[config.mk]
export PLATFORM = sky130hd
export DESIGN_NAME = calc_entry_fsm
export DESIGN_NICKNAME = d
export VERILOG_FILES = /design/src/rtl/calc_pkg.sv /design/src/rtl/bcd_digit_reg.sv /design/src/rtl/calc_entry_fsm.sv
export SDC_FILE = /design/constraint.sdc
export NUM_CORES = 1
export LEC_CHECK = 0
export CORE_AREA = 5 5 110 123
export CTS_CLUSTER_DIAMETER = 50
export CTS_CLUSTER_SIZE = 10
export DETAILED_ROUTE_END_ITERATION = 8
export DIE_AREA = 0 0 115 128
export PLACE_DENSITY = 0.49
export SLEW_MARGIN = 5
export SYNTH_ARGS = -nofsm -noshare
export SYNTH_HDL_FRONTEND = slang
export SYNTH_SLANG_ARGS = --single-unit
[constraint.sdc]
create_clock -name clk -period 2.3 [get_ports clk]
set_clock_uncertainty 0.15 [all_clocks]
set_input_delay 0.345 -clock clk [delete_from_list [all_inputs] [get_ports clk]]
set_output_delay 0.345 -clock clk [all_outputs]
set_load 0.01 [all_outputs]
[src/rtl/calc_pkg.sv]
// +----------------------------------------------------------------------------+
// | calc_pkg: shared key codes, ALU operation codes and FSM states              |
// | Rev 1.0                                                                      |
// +----------------------------------------------------------------------------+
`default_nettype none

package calc_pkg;

  localparam logic [3:0] KEY_PLUS  = 4'hA;
  localparam logic [3:0] KEY_MINUS = 4'hB;
  localparam logic [3:0] KEY_EQ    = 4'hC;
  localparam logic [3:0] KEY_CLR   = 4'hD;

  localparam logic [1:0] OP_NONE = 2'b00;
  localparam logic [1:0] OP_ADD  = 2'b01;
  localparam logic [1:0] OP_SUB  = 2'b10;

  localparam logic [2:0] MAX_DIGITS = 3'd4;

  typedef enum logic [2:0] {
    S_NUM1   = 3'd0,
    S_OP     = 3'd1,
    S_NUM2   = 3'd2,
    S_WAIT   = 3'd3,
    S_RESULT = 3'd4
  } state_t;

  function automatic logic is_digit(input logic [3:0] key);
    return key <= 4'h9;
  endfunction

  function automatic logic [1:0] op_of_key(input logic [3:0] key);
    return (key == KEY_MINUS) ? OP_SUB : OP_ADD;
  endfunction

endpackage

`default_nettype wire

[src/rtl/bcd_digit_reg.sv]
// +----------------------------------------------------------------------------+
// | bcd_digit_reg: 4-digit BCD entry register with clear, set, restart-load     |
// | and shift-in of a digit, guarded by a saturating digit count. Rev 1.0       |
// +----------------------------------------------------------------------------+
`default_nettype none

module bcd_digit_reg (
  input  logic        clk,
  input  logic        rst,
  input  logic        clr,
  input  logic        set,
  input  logic        load,
  input  logic        shift,
  input  logic [3:0]  digit,
  input  logic [15:0] set_value,
  output logic [15:0] value,
  output logic [15:0] value_next
);
  import calc_pkg::*;

  logic [15:0] r_value;
  logic [2:0]  r_count;
  logic [2:0]  w_count_next;

  // Priority: clear, whole-value set, restart with one digit, then shift-in.
  always_comb begin
    value_next   = r_value;
    w_count_next = r_count;
    if (clr) begin
      value_next   = 16'h0000;
      w_count_next = 3'd0;
    end else if (set) begin
      value_next   = set_value;
      w_count_next = MAX_DIGITS;
    end else if (load) begin
      value_next   = {12'h000, digit};
      w_count_next = 3'd1;
    end else if (shift && (r_count < MAX_DIGITS)) begin
      value_next   = {r_value[11:0], digit};
      w_count_next = r_count + 3'd1;
    end
  end

  always_ff @(posedge clk) begin
    if (rst) begin
      r_value <= 16'h0000;
      r_count <= 3'd0;
    end else begin
      r_value <= value_next;
      r_count <= w_count_next;
    end
  end

  assign value = r_value;

endmodule

`default_nettype wire

[src/rtl/calc_entry_fsm.sv]
// +----------------------------------------------------------------------------+
// | calc_entry_fsm: keypad entry FSM feeding a BCD ALU and a 4-digit display.   |
// | Option CALC_CHAIN_RESULT_EN: +/- after a result chains it as operand 1.     |
// | Rev 1.0                                                                      |
// +----------------------------------------------------------------------------+
`default_nettype none

module calc_entry_fsm #(
  parameter int ALU_LATENCY = 2
) (
  input  logic        clk,
  input  logic        rst,
  input  logic        key_valid,
  input  logic [3:0]  key_code,
  input  logic [15:0] alu_result,
  output logic [15:0] num1_bcd,
  output logic [15:0] num2_bcd,
  output logic [1:0]  operation,
  output logic [15:0] display_bcd,
  output logic        result_valid
);
  import calc_pkg::*;

  localparam int WAIT_W = (ALU_LATENCY > 1) ? $clog2(ALU_LATENCY) : 1;
  localparam logic [WAIT_W-1:0] WAIT_LOAD = WAIT_W'(ALU_LATENCY - 1);

  state_t            r_state, w_state_next;
  logic [1:0]        r_op, w_op_next;
  logic [WAIT_W-1:0] r_wait_cnt, w_wait_next;
  logic [15:0]       r_result, w_result_next;
  logic [15:0]       r_display, w_display_next;
  logic              r_result_valid, w_result_valid_next;

  logic              w_n1_clr, w_n1_set, w_n1_load, w_n1_shift;
  logic              w_n2_clr, w_n2_load, w_n2_shift;
  logic [15:0]       w_n1_next, w_n2_next;
  logic              w_key_digit, w_key_op;

  assign w_key_digit = is_digit(key_code);
  assign w_key_op    = (key_code == KEY_PLUS) || (key_code == KEY_MINUS);

  bcd_digit_reg u_num1 (
    .clk        (clk),
    .rst        (rst),
    .clr        (w_n1_clr),
    .set        (w_n1_set),
    .load       (w_n1_load),
    .shift      (w_n1_shift),
    .digit      (key_code),
    .set_value  (r_result),
    .value      (num1_bcd),
    .value_next (w_n1_next)
  );

  bcd_digit_reg u_num2 (
    .clk        (clk),
    .rst        (rst),
    .clr        (w_n2_clr),
    .set        (1'b0),
    .load       (w_n2_load),
    .shift      (w_n2_shift),
    .digit      (key_code),
    .set_value  (16'h0000),
    .value      (num2_bcd),
    .value_next (w_n2_next)
  );

  always_comb begin
    w_state_next        = r_state;
    w_op_next           = r_op;
    w_wait_next         = r_wait_cnt;
    w_result_next       = r_result;
    w_result_valid_next = 1'b0;
    w_n1_clr            = 1'b0;
    w_n1_set            = 1'b0;
    w_n1_load           = 1'b0;
    w_n1_shift          = 1'b0;
    w_n2_clr            = 1'b0;
    w_n2_load           = 1'b0;
    w_n2_shift          = 1'b0;

    // S_WAIT runs on the counter alone; every key, clear included, is dropped.
    if (r_state == S_WAIT) begin
      if (r_wait_cnt == '0) begin
        w_result_next       = alu_result;
        w_result_valid_next = 1'b1;
        w_state_next        = S_RESULT;
      end else begin
        w_wait_next = r_wait_cnt - WAIT_W'(1);
      end
    end else if (key_valid) begin
      if (key_code == KEY_CLR) begin
        w_state_next  = S_NUM1;
        w_op_next     = OP_NONE;
        w_wait_next   = '0;
        w_result_next = 16'h0000;
        w_n1_clr      = 1'b1;
        w_n2_clr      = 1'b1;
      end else begin
        case (r_state)
          S_NUM1: begin
            if (w_key_digit) begin
              w_n1_shift = 1'b1;
            end else if (w_key_op) begin
              w_op_next    = op_of_key(key_code);
              w_n2_clr     = 1'b1;
              w_state_next = S_OP;
            end
          end
          S_OP: begin
            if (w_key_digit) begin
              w_n2_load    = 1'b1;
              w_state_next = S_NUM2;
            end else if (w_key_op) begin
              w_op_next = op_of_key(key_code);
            end
          end
          S_NUM2: begin
            if (w_key_digit) begin
              w_n2_shift = 1'b1;
            end else if (w_key_op) begin
              w_op_next = op_of_key(key_code);
            end else if (key_code == KEY_EQ) begin
              w_wait_next  = WAIT_LOAD;
              w_state_next = S_WAIT;
            end
          end
          S_RESULT: begin
            if (w_key_digit) begin
              w_n1_load    = 1'b1;
              w_n2_clr     = 1'b1;
              w_op_next    = OP_NONE;
              w_state_next = S_NUM1;
            end else if (w_key_op) begin
`ifdef CALC_CHAIN_RESULT_EN
              w_n1_set     = 1'b1;
              w_n2_clr     = 1'b1;
              w_op_next    = op_of_key(key_code);
              w_state_next = S_OP;
`endif
            end
          end
          default: w_state_next = S_NUM1;
        endcase
      end
    end
  end

  // Display is registered from next-cycle values so it tracks the state it shows.
  always_comb begin
    case (w_state_next)
      S_NUM1, S_OP: w_display_next = w_n1_next;
      S_NUM2:       w_display_next = w_n2_next;
      default:      w_display_next = w_result_next;
    endcase
  end

  always_ff @(posedge clk) begin
    if (rst) begin
      r_state        <= S_NUM1;
      r_op           <= OP_NONE;
      r_wait_cnt     <= '0;
      r_result       <= 16'h0000;
      r_display      <= 16'h0000;
      r_result_valid <= 1'b0;
    end else begin
      r_state        <= w_state_next;
      r_op           <= w_op_next;
      r_wait_cnt     <= w_wait_next;
      r_result       <= w_result_next;
      r_display      <= w_display_next;
      r_result_valid <= w_result_valid_next;
    end
  end

  assign operation    = r_op;
  assign display_bcd  = r_display;
  assign result_valid = r_result_valid;

endmodule

`default_nettype wire

==> impl_metrics.xml, run 1 <==
<?xml version="1.0" encoding="UTF-8"?>
<metrics>
  <group name="floorplanning">
    <metric name="start_util" unit="%">29.09</metric>
    <metric name="die_width" unit="um">115</metric>
    <metric name="fp.dieArea" unit="sq um">14720</metric>
    <metric name="io_pins" unit="">74</metric>
    <metric name="floorplan.core_area" unit="sq um">12270</metric>
    <metric name="die_height" unit="um">128</metric>
    <metric name="placement_rows" unit="">43</metric>
  </group>
  <group name="status">
    <metric name="outcome" unit="">finished, final reports clean</metric>
  </group>
  <group name="timing">
    <metric name="worst_slew_margin_rel" unit="%">67.58</metric>
    <metric name="timing.final.max_slew_violations" unit="">0</metric>
    <metric name="setup_total_negative_slack" unit="ps">0</metric>
    <metric name="setup_viol" unit="">0</metric>
    <metric name="final_critical_path_setup_slack" unit="ps">134.2</metric>
    <metric name="fin_crit_sh" unit="%">94.17</metric>
    <metric name="worstMarginPinSlew" unit="ps">486.4</metric>
    <metric name="hold_viol_final" unit="">0</metric>
    <metric name="grt_setup_unrepaired" unit="">false</metric>
    <metric name="achievable-frequency" unit="MHz">461.7</metric>
    <metric name="final_period_minus_worst_setup_slack" unit="ps">2166</metric>
  </group>
  <group name="layout">
    <metric name="finalNetCount" unit="">517</metric>
    <metric name="antenna-diode-count" unit="">0</metric>
    <metric name="flow.area_growth_from_synthesis" unit="%">44.25</metric>
    <metric name="drive_above_1_share" unit="%">21.17</metric>
  </group>
  <group name="synth">
    <metric name="dominant_cells_by_area_after_synthesis" unit="">dfxtp_1 43%, o221ai_2 4.6%, a21o_1 3.8%</metric>
    <metric name="async_set_reset_flop_share_out_of_synthesis" unit="%">0</metric>
    <metric name="synth-seq-area-share" unit="%">43.20</metric>
    <metric name="synth-edff-count" unit="">0</metric>
    <metric name="yosys-top-cells-count" unit="">77 x dfxtp_1, 36 x nand2_1, 21 x inv_1, 21 x nor3_1</metric>
    <metric name="synth_cell_type_count" unit="">57</metric>
    <metric name="synth.most_common_cell" unit="">dfxtp_1</metric>
    <metric name="synth_flop_cell" unit="">dfxtp_1</metric>
    <metric name="yosysWarningCount" unit="">0</metric>
    <metric name="synth_area_per_cell" unit="sq um">9.269</metric>
    <metric name="synth.top_cell.area_share" unit="%">43.20</metric>
    <metric name="synthDominantAreaCellType" unit="">dfxtp_1</metric>
    <metric name="yosys_register_bits" unit="">77</metric>
    <metric name="synth.cell_area" unit="sq um">3568</metric>
    <metric name="syn_inst" unit="">385</metric>
    <metric name="synth_fp_nets" unit="">410</metric>
  </group>
  <group name="route">
    <metric name="wire_per_inst" unit="um">18.22</metric>
    <metric name="drtPass1Iterations" unit="">4</metric>
    <metric name="residual_drc" unit="">0</metric>
    <metric name="route.detailed.vias_per_inst" unit="">5.329</metric>
    <metric name="drc_marker_count_from_the_first_detailed_route_iteration" unit="">348</metric>
    <metric name="detailroute.via_count" unit="">3480</metric>
    <metric name="routed_wl" unit="um">11900</metric>
    <metric name="ant_nets" unit="">0</metric>
  </group>
  <group name="placed_design">
    <metric name="pre_cts_ws" unit="ps">-334.5</metric>
    <metric name="gp_congestion" unit="">0.8310</metric>
    <metric name="dpl_wire_length" unit="um">8570</metric>
    <metric name="io_buffer_count" unit="">73</metric>
  </group>
  <group name="pwr">
    <metric name="power.static_leakage" unit="nW">1.972</metric>
    <metric name="peakVddDrop" unit="mV">0.2750</metric>
    <metric name="power.density_cell_area" unit="nW/um^2">610.5</metric>
  </group>
  <group name="clock_tree">
    <metric name="clk_transition_reported_paths" unit="ps">60</metric>
    <metric name="cts.root.buffer_cell" unit="">clkbuf_16</metric>
    <metric name="tritoncts" unit="">built</metric>
    <metric name="insertion_delay" unit="ps">330</metric>
    <metric name="cts_buffer_depth" unit="">2</metric>
    <metric name="h-tree-depth" unit="">3</metric>
    <metric name="cts_made_buffers" unit="">9</metric>
    <metric name="clock-sinks" unit="">77</metric>
  </group>
  <group name="worst_setup_path">
    <metric name="timing.critical_path.arrival" unit="ps">2220</metric>
    <metric name="path_max_fanout" unit="">16</metric>
    <metric name="critical_path.startpoint_type" unit="">input pin</metric>
    <metric name="critical_path_required" unit="ps">2350</metric>
    <metric name="crit_path_end_kind" unit="">flop</metric>
    <metric name="timing.setup.critical_path_class" unit="">input pin to flop</metric>
  </group>
  <group name="global_route">
    <metric name="first_global_vias" unit="">3369</metric>
    <metric name="antenna_found_initial" unit="">0</metric>
    <metric name="globalRoute.totalOverflow" unit="">0</metric>
    <metric name="grt_max_degree" unit="">42</metric>
    <metric name="first_pass_grt_wire_length" unit="um">18800</metric>
    <metric name="global_route.usage.total" unit="%">16.27</metric>
  </group>
  <group name="worst_hold_path">
    <metric name="hp-class" unit="">flop to flop</metric>
  </group>
  <group name="flow_run">
    <metric name="cap_viol_max_count" unit="">0</metric>
  </group>
</metrics>
where the power goes:
part | switching [W] | internal (W)
registers | 0.0000229 | 0.00136
logic | 0.000183 | 0.000166
clock network | 0.000549 | 0.000867
total | 0.000754 | 0.00239
worst paths after layout:
kind	start	end	slack (ps)	depth (start not counted)
hold reg to reg	operation[0]	operation[0]	330	2
hold / removal	operation[0]	operation[0]	330	2
setup / recovery	key_code[3]	display_bcd[4]	130	8
setup reg to reg	r_state[2]	operation[0]	170	5
state kept, by name (all words and copies together) (netlist names):
signal and cells:
display_bcd 16, operation 2, r_result 16, r_state 3, r_wait_cnt 1, result_valid 1
u_num1.r_count 3, u_num1.value 16, u_num2.r_count 3, u_num2.value 16
kinds of logic after synthesis:
family | count (synthesis) | synth area share, %
and+or+nand+nor | 128 | 19.74
AOI/OAI and AO/OA | 115 | 27.07
DFF | 77 | 43.20
buffers and inverters | 57 | 7.643
muxes | 5 | 1.403
adders and majority gates | 2 | 0.7012
xor gates and xnor gates | 1 | 0.2455
area by class of cell:
class	instances	area, sq um
clock buffer	12	246.5
clock inverter	3	46.29
fill	1223	7119
inverter	22	82.58
multi-input combinational	251	1792
sequential	77	1544
tap	157	196.4
timing repair buffer	131	1240
layer usage:
layer	share of wire [%]	vias up	track usage, %
met1	48	1695	23.77
met2	45	104	23.71
li1	-	1675	-
met5	0	-	0
met4	0.83	0	5.041
met3	5.8	6	3.636
repair_timing:
action,4_1_cts,5_1_grt
buffers inserted,0,0
hold buffers,0,0
endpoints found under the setup margin,2,16
pin swaps,0,0
gates resized for setup,1,8
cell usage in the layout, fill, tap and decap left out, types with 3 or more instances in the layout:
master	n
nor2_1	10
nor2b_1	4
nand2_1	36
dfxtp_1	75
clkbuf_16	9
o221ai_2	11
buf_12	6
a21oi_1	11
o31ai_1	17
nand2b_1	3
nor3_1	21
a221oi_2	7
a21o_1	18
mux2i_1	5
nand4_1	18
a221oi_1	6
o21a_1	3
buf_4	52
clkdlybuf4s50_1	72
o21ai_0	6
inv_1	21
a31oi_1	3
a22oi_1	13
nand3_1	17
o221ai_1	5
worst max-delay path, cell delays in order:
cell	delay, ps
clkdlybuf4s50_1	530
buf_4	170
nand4b_4	130
a221oi_2	240
o41a_1	260
nand4bb_1	220
buf_12	190
o221ai_1	130
per-stage QoR:
step	total power, W	std cells	instance area, sq um	utilization (%)	hold WS, ps
floorplan	0.001568	385	3568	-	285.4
global placement	0.001749	638	4816	39.26	309.9
detailed placement	0.001750	638	4816	39.26	319.3
CTS	0.003174	653	5107	41.64	328.1
global route	0.003259	653	5147	41.96	341.3
finish	0.003142	653	5147	41.96	333.7
No activity file was read; power rests on OpenSTA's default activity.
==> run 2: changes to the inputs <==
--- a/config.mk
+++ b/config.mk
@@ -10,6 +10,7 @@
 export CTS_CLUSTER_SIZE = 10
 export DETAILED_ROUTE_END_ITERATION = 8
 export DIE_AREA = 0 0 115 128
+export GPL_TIMING_DRIVEN = 0
 export PLACE_DENSITY = 0.49
 export SLEW_MARGIN = 5
 export SYNTH_ARGS = -nofsm -noshare
==> impl_metrics.xml, run 2 (same netlist as run 1, synthesis figures left out) <==
<?xml version="1.0" encoding="UTF-8"?>
<metrics>
  <group name="worst_setup_path">
    <metric name="path_max_fanout" unit="">10</metric>
    <metric name="critPathTopFamily" unit="">simple AND/OR/NAND/NOR gates</metric>
    <metric name="critical_path.startpoint_type" unit="">flop</metric>
    <metric name="reg2reg_depth" unit="">8</metric>
    <metric name="timing.setup.critical_path_class" unit="">flop to flop</metric>
    <metric name="slowest_cell_on_crit_path" unit="">a221oi_2</metric>
    <metric name="timing.reg2reg.setup_slack" unit="ps">50</metric>
    <metric name="critical-path-max-stage-delay" unit="ps">360</metric>
    <metric name="crit_cells" unit="">8</metric>
    <metric name="cp.buffers_inverters" unit="">3</metric>
    <metric name="timing.critical_path.arrival" unit="ps">2360</metric>
    <metric name="critical_path_required" unit="ps">2400</metric>
    <metric name="cp_cell_sequence" unit="">buf_2 -&gt; buf_4 -&gt; nor4_4 -&gt; buf_4 -&gt; nand4_1 -&gt; a221oi_2 -&gt; nand3_1 -&gt; o221ai_2</metric>
    <metric name="worst_path_most_repeated_cell" unit="">buf_4</metric>
    <metric name="crit_path_end_kind" unit="">flop</metric>
  </group>
  <group name="clock_tree">
    <metric name="tritoncts" unit="">built</metric>
    <metric name="cts_made_buffers" unit="">9</metric>
    <metric name="h-tree-depth" unit="">3</metric>
    <metric name="cts.root.buffer_cell" unit="">clkbuf_16</metric>
    <metric name="clock-sinks" unit="">77</metric>
    <metric name="insertion_delay" unit="ps">330</metric>
    <metric name="clk_transition_reported_paths" unit="ps">60</metric>
    <metric name="hold_buffers" unit="">0</metric>
    <metric name="cts_buffer_depth" unit="">2</metric>
  </group>
  <group name="layout">
    <metric name="antenna-diode-count" unit="">0</metric>
    <metric name="flow.area_growth_from_synthesis" unit="%">42.74</metric>
    <metric name="fillers" unit="">1232</metric>
    <metric name="layout_commonest_cell" unit="">dfxtp_1</metric>
    <metric name="total_area_of_multi_input_combinational_cells" unit="sq um">1907</metric>
    <metric name="fin_area" unit="sq um">5094</metric>
    <metric name="final_cell_mix" unit="">75 x dfxtp_1, 68 x clkdlybuf4s50_1, 36 x nand2_1</metric>
    <metric name="finalNetCount" unit="">508</metric>
    <metric name="area_occupied_by_registers" unit="sq um">1544</metric>
    <metric name="drive_above_1_share" unit="%">22.38</metric>
  </group>
  <group name="timing">
    <metric name="hold_ws" unit="ps">327.8</metric>
    <metric name="hold_viol_final" unit="">0</metric>
    <metric name="timing.final.max_slew_violations" unit="">0</metric>
    <metric name="worstMarginPinSlew" unit="ps">593.1</metric>
    <metric name="final_period_minus_worst_setup_slack" unit="ps">2254</metric>
    <metric name="worst_slew_margin_rel" unit="%">60.46</metric>
    <metric name="setup_total_negative_slack" unit="ps">0</metric>
    <metric name="fin_crit_sh" unit="%">98.01</metric>
    <metric name="achievable-frequency" unit="MHz">443.6</metric>
    <metric name="grt_setup_unrepaired" unit="">true</metric>
    <metric name="setup_viol" unit="">0</metric>
  </group>
  <group name="worst_hold_path">
    <metric name="timing.hold.worst_path_depth" unit="">2</metric>
    <metric name="hp-class" unit="">flop to flop</metric>
  </group>
  <group name="status">
    <metric name="outcome" unit="">finished, final reports clean</metric>
  </group>
  <group name="route">
    <metric name="ant_nets" unit="">0</metric>
    <metric name="drc_marker_count_from_the_first_detailed_route_iteration" unit="">215</metric>
    <metric name="drtPass1Iterations" unit="">4</metric>
    <metric name="routed_wl" unit="um">12000</metric>
    <metric name="wire_per_inst" unit="um">18.64</metric>
    <metric name="route.detailed.vias_per_inst" unit="">5.311</metric>
    <metric name="residual_drc" unit="">0</metric>
    <metric name="detailroute.via_count" unit="">3420</metric>
  </group>
  <group name="pwr">
    <metric name="power.static_leakage" unit="nW">1.895</metric>
    <metric name="peakVddDrop" unit="mV">0.3560</metric>
    <metric name="power.density_cell_area" unit="nW/um^2">617.2</metric>
  </group>
  <group name="floorplanning">
    <metric name="die_height" unit="um">128</metric>
    <metric name="floorplan.core_area" unit="sq um">12270</metric>
    <metric name="start_util" unit="%">29.09</metric>
    <metric name="io_pins" unit="">74</metric>
    <metric name="placement_rows" unit="">43</metric>
    <metric name="die_width" unit="um">115</metric>
    <metric name="fp.dieArea" unit="sq um">14720</metric>
  </group>
  <group name="global_route">
    <metric name="global_route.usage.total" unit="%">16.41</metric>
    <metric name="antenna_found_initial" unit="">0</metric>
    <metric name="first_global_vias" unit="">3424</metric>
    <metric name="grt_max_degree" unit="">13</metric>
    <metric name="first_pass_grt_wire_length" unit="um">18850</metric>
    <metric name="globalRoute.totalOverflow" unit="">0</metric>
  </group>
  <group name="flow_run">
    <metric name="cap_viol_max_count" unit="">0</metric>
  </group>
  <group name="placed_design">
    <metric name="postPlaceCellArea" unit="sq um">4496</metric>
    <metric name="io_buffer_count" unit="">73</metric>
    <metric name="gp_congestion" unit="">0.8565</metric>
    <metric name="dpl_wire_length" unit="um">8725</metric>
  </group>
</metrics>
run 2: stage by stage:
| step | util, % | std cells | worst slack (ps) | total power, W |
|---|---|---|---|---|
| after global routing | 41.52 | 644 | -33.58 | 0.003237 |
| after global placement | 36.65 | 615 | -614.8 | 0.001706 |
| final | 41.52 | 644 | 45.67 | 0.003144 |
| after floorplan | - | 385 | 289.5 | 0.001568 |
| after CTS | 40.61 | 640 | 10.27 | 0.003141 |
| after detailed placement | 36.65 | 615 | -617.4 | 0.001705 |
run 2: final cells by class:
type	instances	share of cell area, %
inverters	22	1.670
well taps	157	3.857
clock inverters	3	0.9089
plain buffers	34	4.471
multi-input cells	251	37.44
flip-flops and latches	77	30.31
clock buffers	12	4.839
repair buffers	88	16.51
run 2: routing by layer:
metal	GRT usage, %	part of all wire (%)	vias to the layer above
met3	2.502	4.7	14
met1	22.45	46	1644
li1	-	-	1664
met2	26.02	47	98
met4	6.146	1.6	0
met5	0	0	-
run 2: path summary, 6_finish.rpt:
check / start / end
max reg2reg: r_state[1] / display_bcd[7]
min: operation[1] / operation[1]
max: r_state[1] / display_bcd[7]
min reg2reg: operation[1] / operation[1]
run 2: power by group:
| part | switching (W) | internal, W | total, W |
|---|---|---|---|
| registers | 0.0000154 | 0.00136 | 0.00137 |
| logic | 0.000197 | 0.000146 | 0.000343 |
| clock network | 0.000562 | 0.000868 | 0.00143 |
| total | 0.000775 | 0.00237 | 0.00314 |
run 2: worst reg2reg max path, stage by stage, from the launching register on:
cell and delay, ps:
dfxtp_1 290, buf_2 180, buf_4 200, nor4_4 310, buf_4 240, nand4_1 150, a221oi_2 360, nand3_1 200
o221ai_2 100
run 2: repair_timing:
| action | in CTS | in global routing |
|---|---|---|
| endpoints found under the setup margin | 31 | 27 |
| pin swaps | 3 | 5 |
| buffers inserted | 10 | 5 |
| gates resized for setup | 35 | 29 |
| hold endpoints to repair | 0 | 0 |
==> run 3: changes to the inputs <==
--- a/config.mk
+++ b/config.mk
@@ -5,13 +5,13 @@
 export SDC_FILE = /design/constraint.sdc
 export NUM_CORES = 1
 export LEC_CHECK = 0
-export CORE_AREA = 5 5 110 123
+export CORE_AREA = 5 5 98 109
 export CTS_CLUSTER_DIAMETER = 50
 export CTS_CLUSTER_SIZE = 10
 export DETAILED_ROUTE_END_ITERATION = 8
-export DIE_AREA = 0 0 115 128
+export DIE_AREA = 0 0 103 114
 export GPL_TIMING_DRIVEN = 0
-export PLACE_DENSITY = 0.49
+export PLACE_DENSITY = 0.6
 export SLEW_MARGIN = 5
 export SYNTH_ARGS = -nofsm -noshare
 export SYNTH_HDL_FRONTEND = slang
==> constraint.sdc (replaced) <==
create_clock -name clk -period 2.1 [get_ports clk]
set_clock_uncertainty 0.15 [all_clocks]
set_input_delay 0.315 -clock clk [delete_from_list [all_inputs] [get_ports clk]]
set_output_delay 0.315 -clock clk [all_outputs]
set_load 0.01 [all_outputs]
==> impl_metrics.xml, run 3 (same netlist as run 1, synthesis figures left out) <==
<?xml version="1.0" encoding="UTF-8"?>
<metrics>
  <group name="status">
    <metric name="outcome" unit="">complete, but fails checks</metric>
    <metric name="failed_checks" unit="">setup timing</metric>
  </group>
  <group name="timing">
    <metric name="worstMarginPinSlew" unit="ps">712.9</metric>
    <metric name="grt_setup_unrepaired" unit="">true</metric>
    <metric name="worst_slew_margin_rel" unit="%">52.47</metric>
    <metric name="achievable-frequency" unit="MHz">475.7</metric>
    <metric name="timing.final.max_slew_violations" unit="">0</metric>
    <metric name="hold_viol_final" unit="">0</metric>
    <metric name="final_critical_path_setup_slack" unit="ps">-2.157</metric>
    <metric name="final_period_minus_worst_setup_slack" unit="ps">2102</metric>
    <metric name="setup_total_negative_slack" unit="ps">-2.157</metric>
    <metric name="fin_crit_sh" unit="%">100.1</metric>
    <metric name="setup_viol" unit="">1</metric>
  </group>
  <group name="global_route">
    <metric name="grt_max_degree" unit="">13</metric>
    <metric name="globalRoute.totalOverflow" unit="">0</metric>
    <metric name="antenna_found_initial" unit="">0</metric>
    <metric name="first_pass_grt_wire_length" unit="um">17870</metric>
    <metric name="first_global_vias" unit="">3425</metric>
    <metric name="global_route.usage.total" unit="%">19.47</metric>
  </group>
  <group name="floorplanning">
    <metric name="floorplan.core_area" unit="sq um">9604</metric>
    <metric name="placement_rows" unit="">38</metric>
    <metric name="fp.dieArea" unit="sq um">11740</metric>
    <metric name="io_pins" unit="">74</metric>
    <metric name="die_height" unit="um">114</metric>
    <metric name="start_util" unit="%">37.15</metric>
    <metric name="die_width" unit="um">103</metric>
  </group>
  <group name="layout">
    <metric name="flow.area_growth_from_synthesis" unit="%">45.86</metric>
    <metric name="antenna-diode-count" unit="">0</metric>
    <metric name="layoutNonFillerInstCount" unit="">607</metric>
    <metric name="drive_above_1_share" unit="%">28.13</metric>
    <metric name="final_cell_mix" unit="">74 x dfxtp_1, 68 x clkdlybuf4s50_1, 36 x nand2_1</metric>
    <metric name="finalNetCount" unit="">509</metric>
    <metric name="layout_commonest_cell" unit="">dfxtp_1</metric>
    <metric name="final_core_utilization" unit="%">54.19</metric>
  </group>
  <group name="pwr">
    <metric name="peakVddDrop" unit="mV">0.3563</metric>
    <metric name="p_int" unit="W">0.002260</metric>
    <metric name="net-switching-power" unit="W">0.0008096</metric>
    <metric name="power.density_cell_area" unit="nW/um^2">589.7</metric>
    <metric name="power.static_leakage" unit="nW">1.871</metric>
    <metric name="netSwitchingFraction" unit="%">26.38</metric>
    <metric name="power_frac_clock" unit="%">37.6</metric>
    <metric name="comb_power_share" unit="%">13.5</metric>
    <metric name="share_seq_of_total_power" unit="%">48.8</metric>
  </group>
  <group name="clock_tree">
    <metric name="clock-sinks" unit="">77</metric>
    <metric name="cts.root.buffer_cell" unit="">clkbuf_8</metric>
    <metric name="cts_made_buffers" unit="">9</metric>
    <metric name="insertion_delay" unit="ps">350</metric>
    <metric name="hold_buffers" unit="">0</metric>
    <metric name="clk_transition_reported_paths" unit="ps">80</metric>
    <metric name="h-tree-depth" unit="">3</metric>
    <metric name="tritoncts" unit="">built</metric>
    <metric name="cts_buffer_depth" unit="">2</metric>
  </group>
  <group name="route">
    <metric name="routed_wl" unit="um">11400</metric>
    <metric name="ant_nets" unit="">0</metric>
    <metric name="route.detailed.vias_per_inst" unit="">5.692</metric>
    <metric name="drc_marker_count_from_the_first_detailed_route_iteration" unit="">236</metric>
    <metric name="wire_per_inst" unit="um">18.77</metric>
    <metric name="detailroute.via_count" unit="">3455</metric>
    <metric name="drtPass1Iterations" unit="">4</metric>
    <metric name="residual_drc" unit="">0</metric>
  </group>
  <group name="worst_setup_path">
    <metric name="cp_cell_sequence" unit="">buf_8 -&gt; or4_4 -&gt; buf_4 -&gt; o31ai_4 -&gt; a221oi_2 -&gt; nand3_1 -&gt; o221ai_2</metric>
    <metric name="critical_path.startpoint_type" unit="">flop</metric>
    <metric name="critical_path_required" unit="ps">2190</metric>
    <metric name="slowest_cell_on_crit_path" unit="">or4_4</metric>
    <metric name="path_max_fanout" unit="">8</metric>
    <metric name="cp.buffers_inverters" unit="">2</metric>
    <metric name="timing.setup.critical_path_class" unit="">flop to flop</metric>
    <metric name="critPathTopFamily" unit="">simple AND/OR/NAND/NOR gates</metric>
    <metric name="critical-path-max-stage-delay" unit="ps">540</metric>
    <metric name="crit_path_end_kind" unit="">flop</metric>
    <metric name="timing.critical_path.arrival" unit="ps">2190</metric>
  </group>
  <group name="placed_design">
    <metric name="dpl_wire_length" unit="um">8094</metric>
    <metric name="gp_congestion" unit="">0.8946</metric>
    <metric name="number_of_placed_cells_counting_well_taps" unit="">578</metric>
    <metric name="io_buffer_count" unit="">73</metric>
  </group>
  <group name="worst_hold_path">
    <metric name="hp-class" unit="">input pin to flop</metric>
  </group>
  <group name="flow_run">
    <metric name="cap_viol_max_count" unit="">0</metric>
  </group>
</metrics>
[run 3: final timing paths]
check             depth (start not counted)    startpoint  slack, ps               to
setup / recovery                          7    r_state[2]         -2   display_bcd[5]
hold reg to reg                           2  operation[0]        330     operation[0]
hold / removal                            3   key_code[0]        250  u_num1.value[0]
setup reg to reg                          7    r_state[2]         -2   display_bcd[5]
[run 3: stage by stage]
step	setup slack (ps)	area [sq um]	power, W	hold WS [ps]
finish	-2.157	5205	0.003069	247.4
global route	-56.16	5205	0.003182	265.1
CTS	3.740	4945	0.003054	338.5
detailed placement	-789.2	4449	0.001863	326.7
global placement	-789.2	4449	0.001860	309.2
floorplan	99.40	3568	0.001717	255.4
[run 3: cell type report]
| cell class | count | area (sq um) |
|---|---|---|
| multi-input combinational | 251 | 2110 |
| timing repair buffer | 90 | 840.8 |
| clock buffer | 11 | 151.4 |
| fill | 898 | 4399 |
| buffer | 33 | 271.5 |
| sequential | 77 | 1553 |
| inverter | 22 | 82.58 |
| tap | 120 | 150.1 |
| clock inverter | 3 | 46.29 |
[run 3: metal layers]
metal,share of wire [%],vias to the layer above,GRT usage [%]
li1,-,1643,-
met1,43,1646,25.95
met2,47,140,30.59
met3,7.0,26,3.670
met4,2.9,0,8.290
met5,0,-,0
[run 3: what timing repair did]
item | CTS | global route
gates resized for setup | 64 | 49
setup endpoints to repair | 54 | 27
gates cloned | 1 | 0
buffers inserted | 10 | 6
pin swaps | 8 | 19
[run 3: tightest hold or removal path, cell delays in order]
cell and delay (ps):
clkbuf_2 180, nand4_1 130, a21oi_2 70
[run 3: power groups by stage]
stage	registers [W]	logic (W)	clock network, W
2_1_floorplan	0.00154	0.000181	0
3_3_place_gp	0.00153	0.000329	0
3_5_place_dp	0.00153	0.000332	0
4_1_cts	0.00150	0.000376	0.00118
5_1_grt	0.00150	0.000442	0.00124
6_report	0.00150	0.000416	0.00115
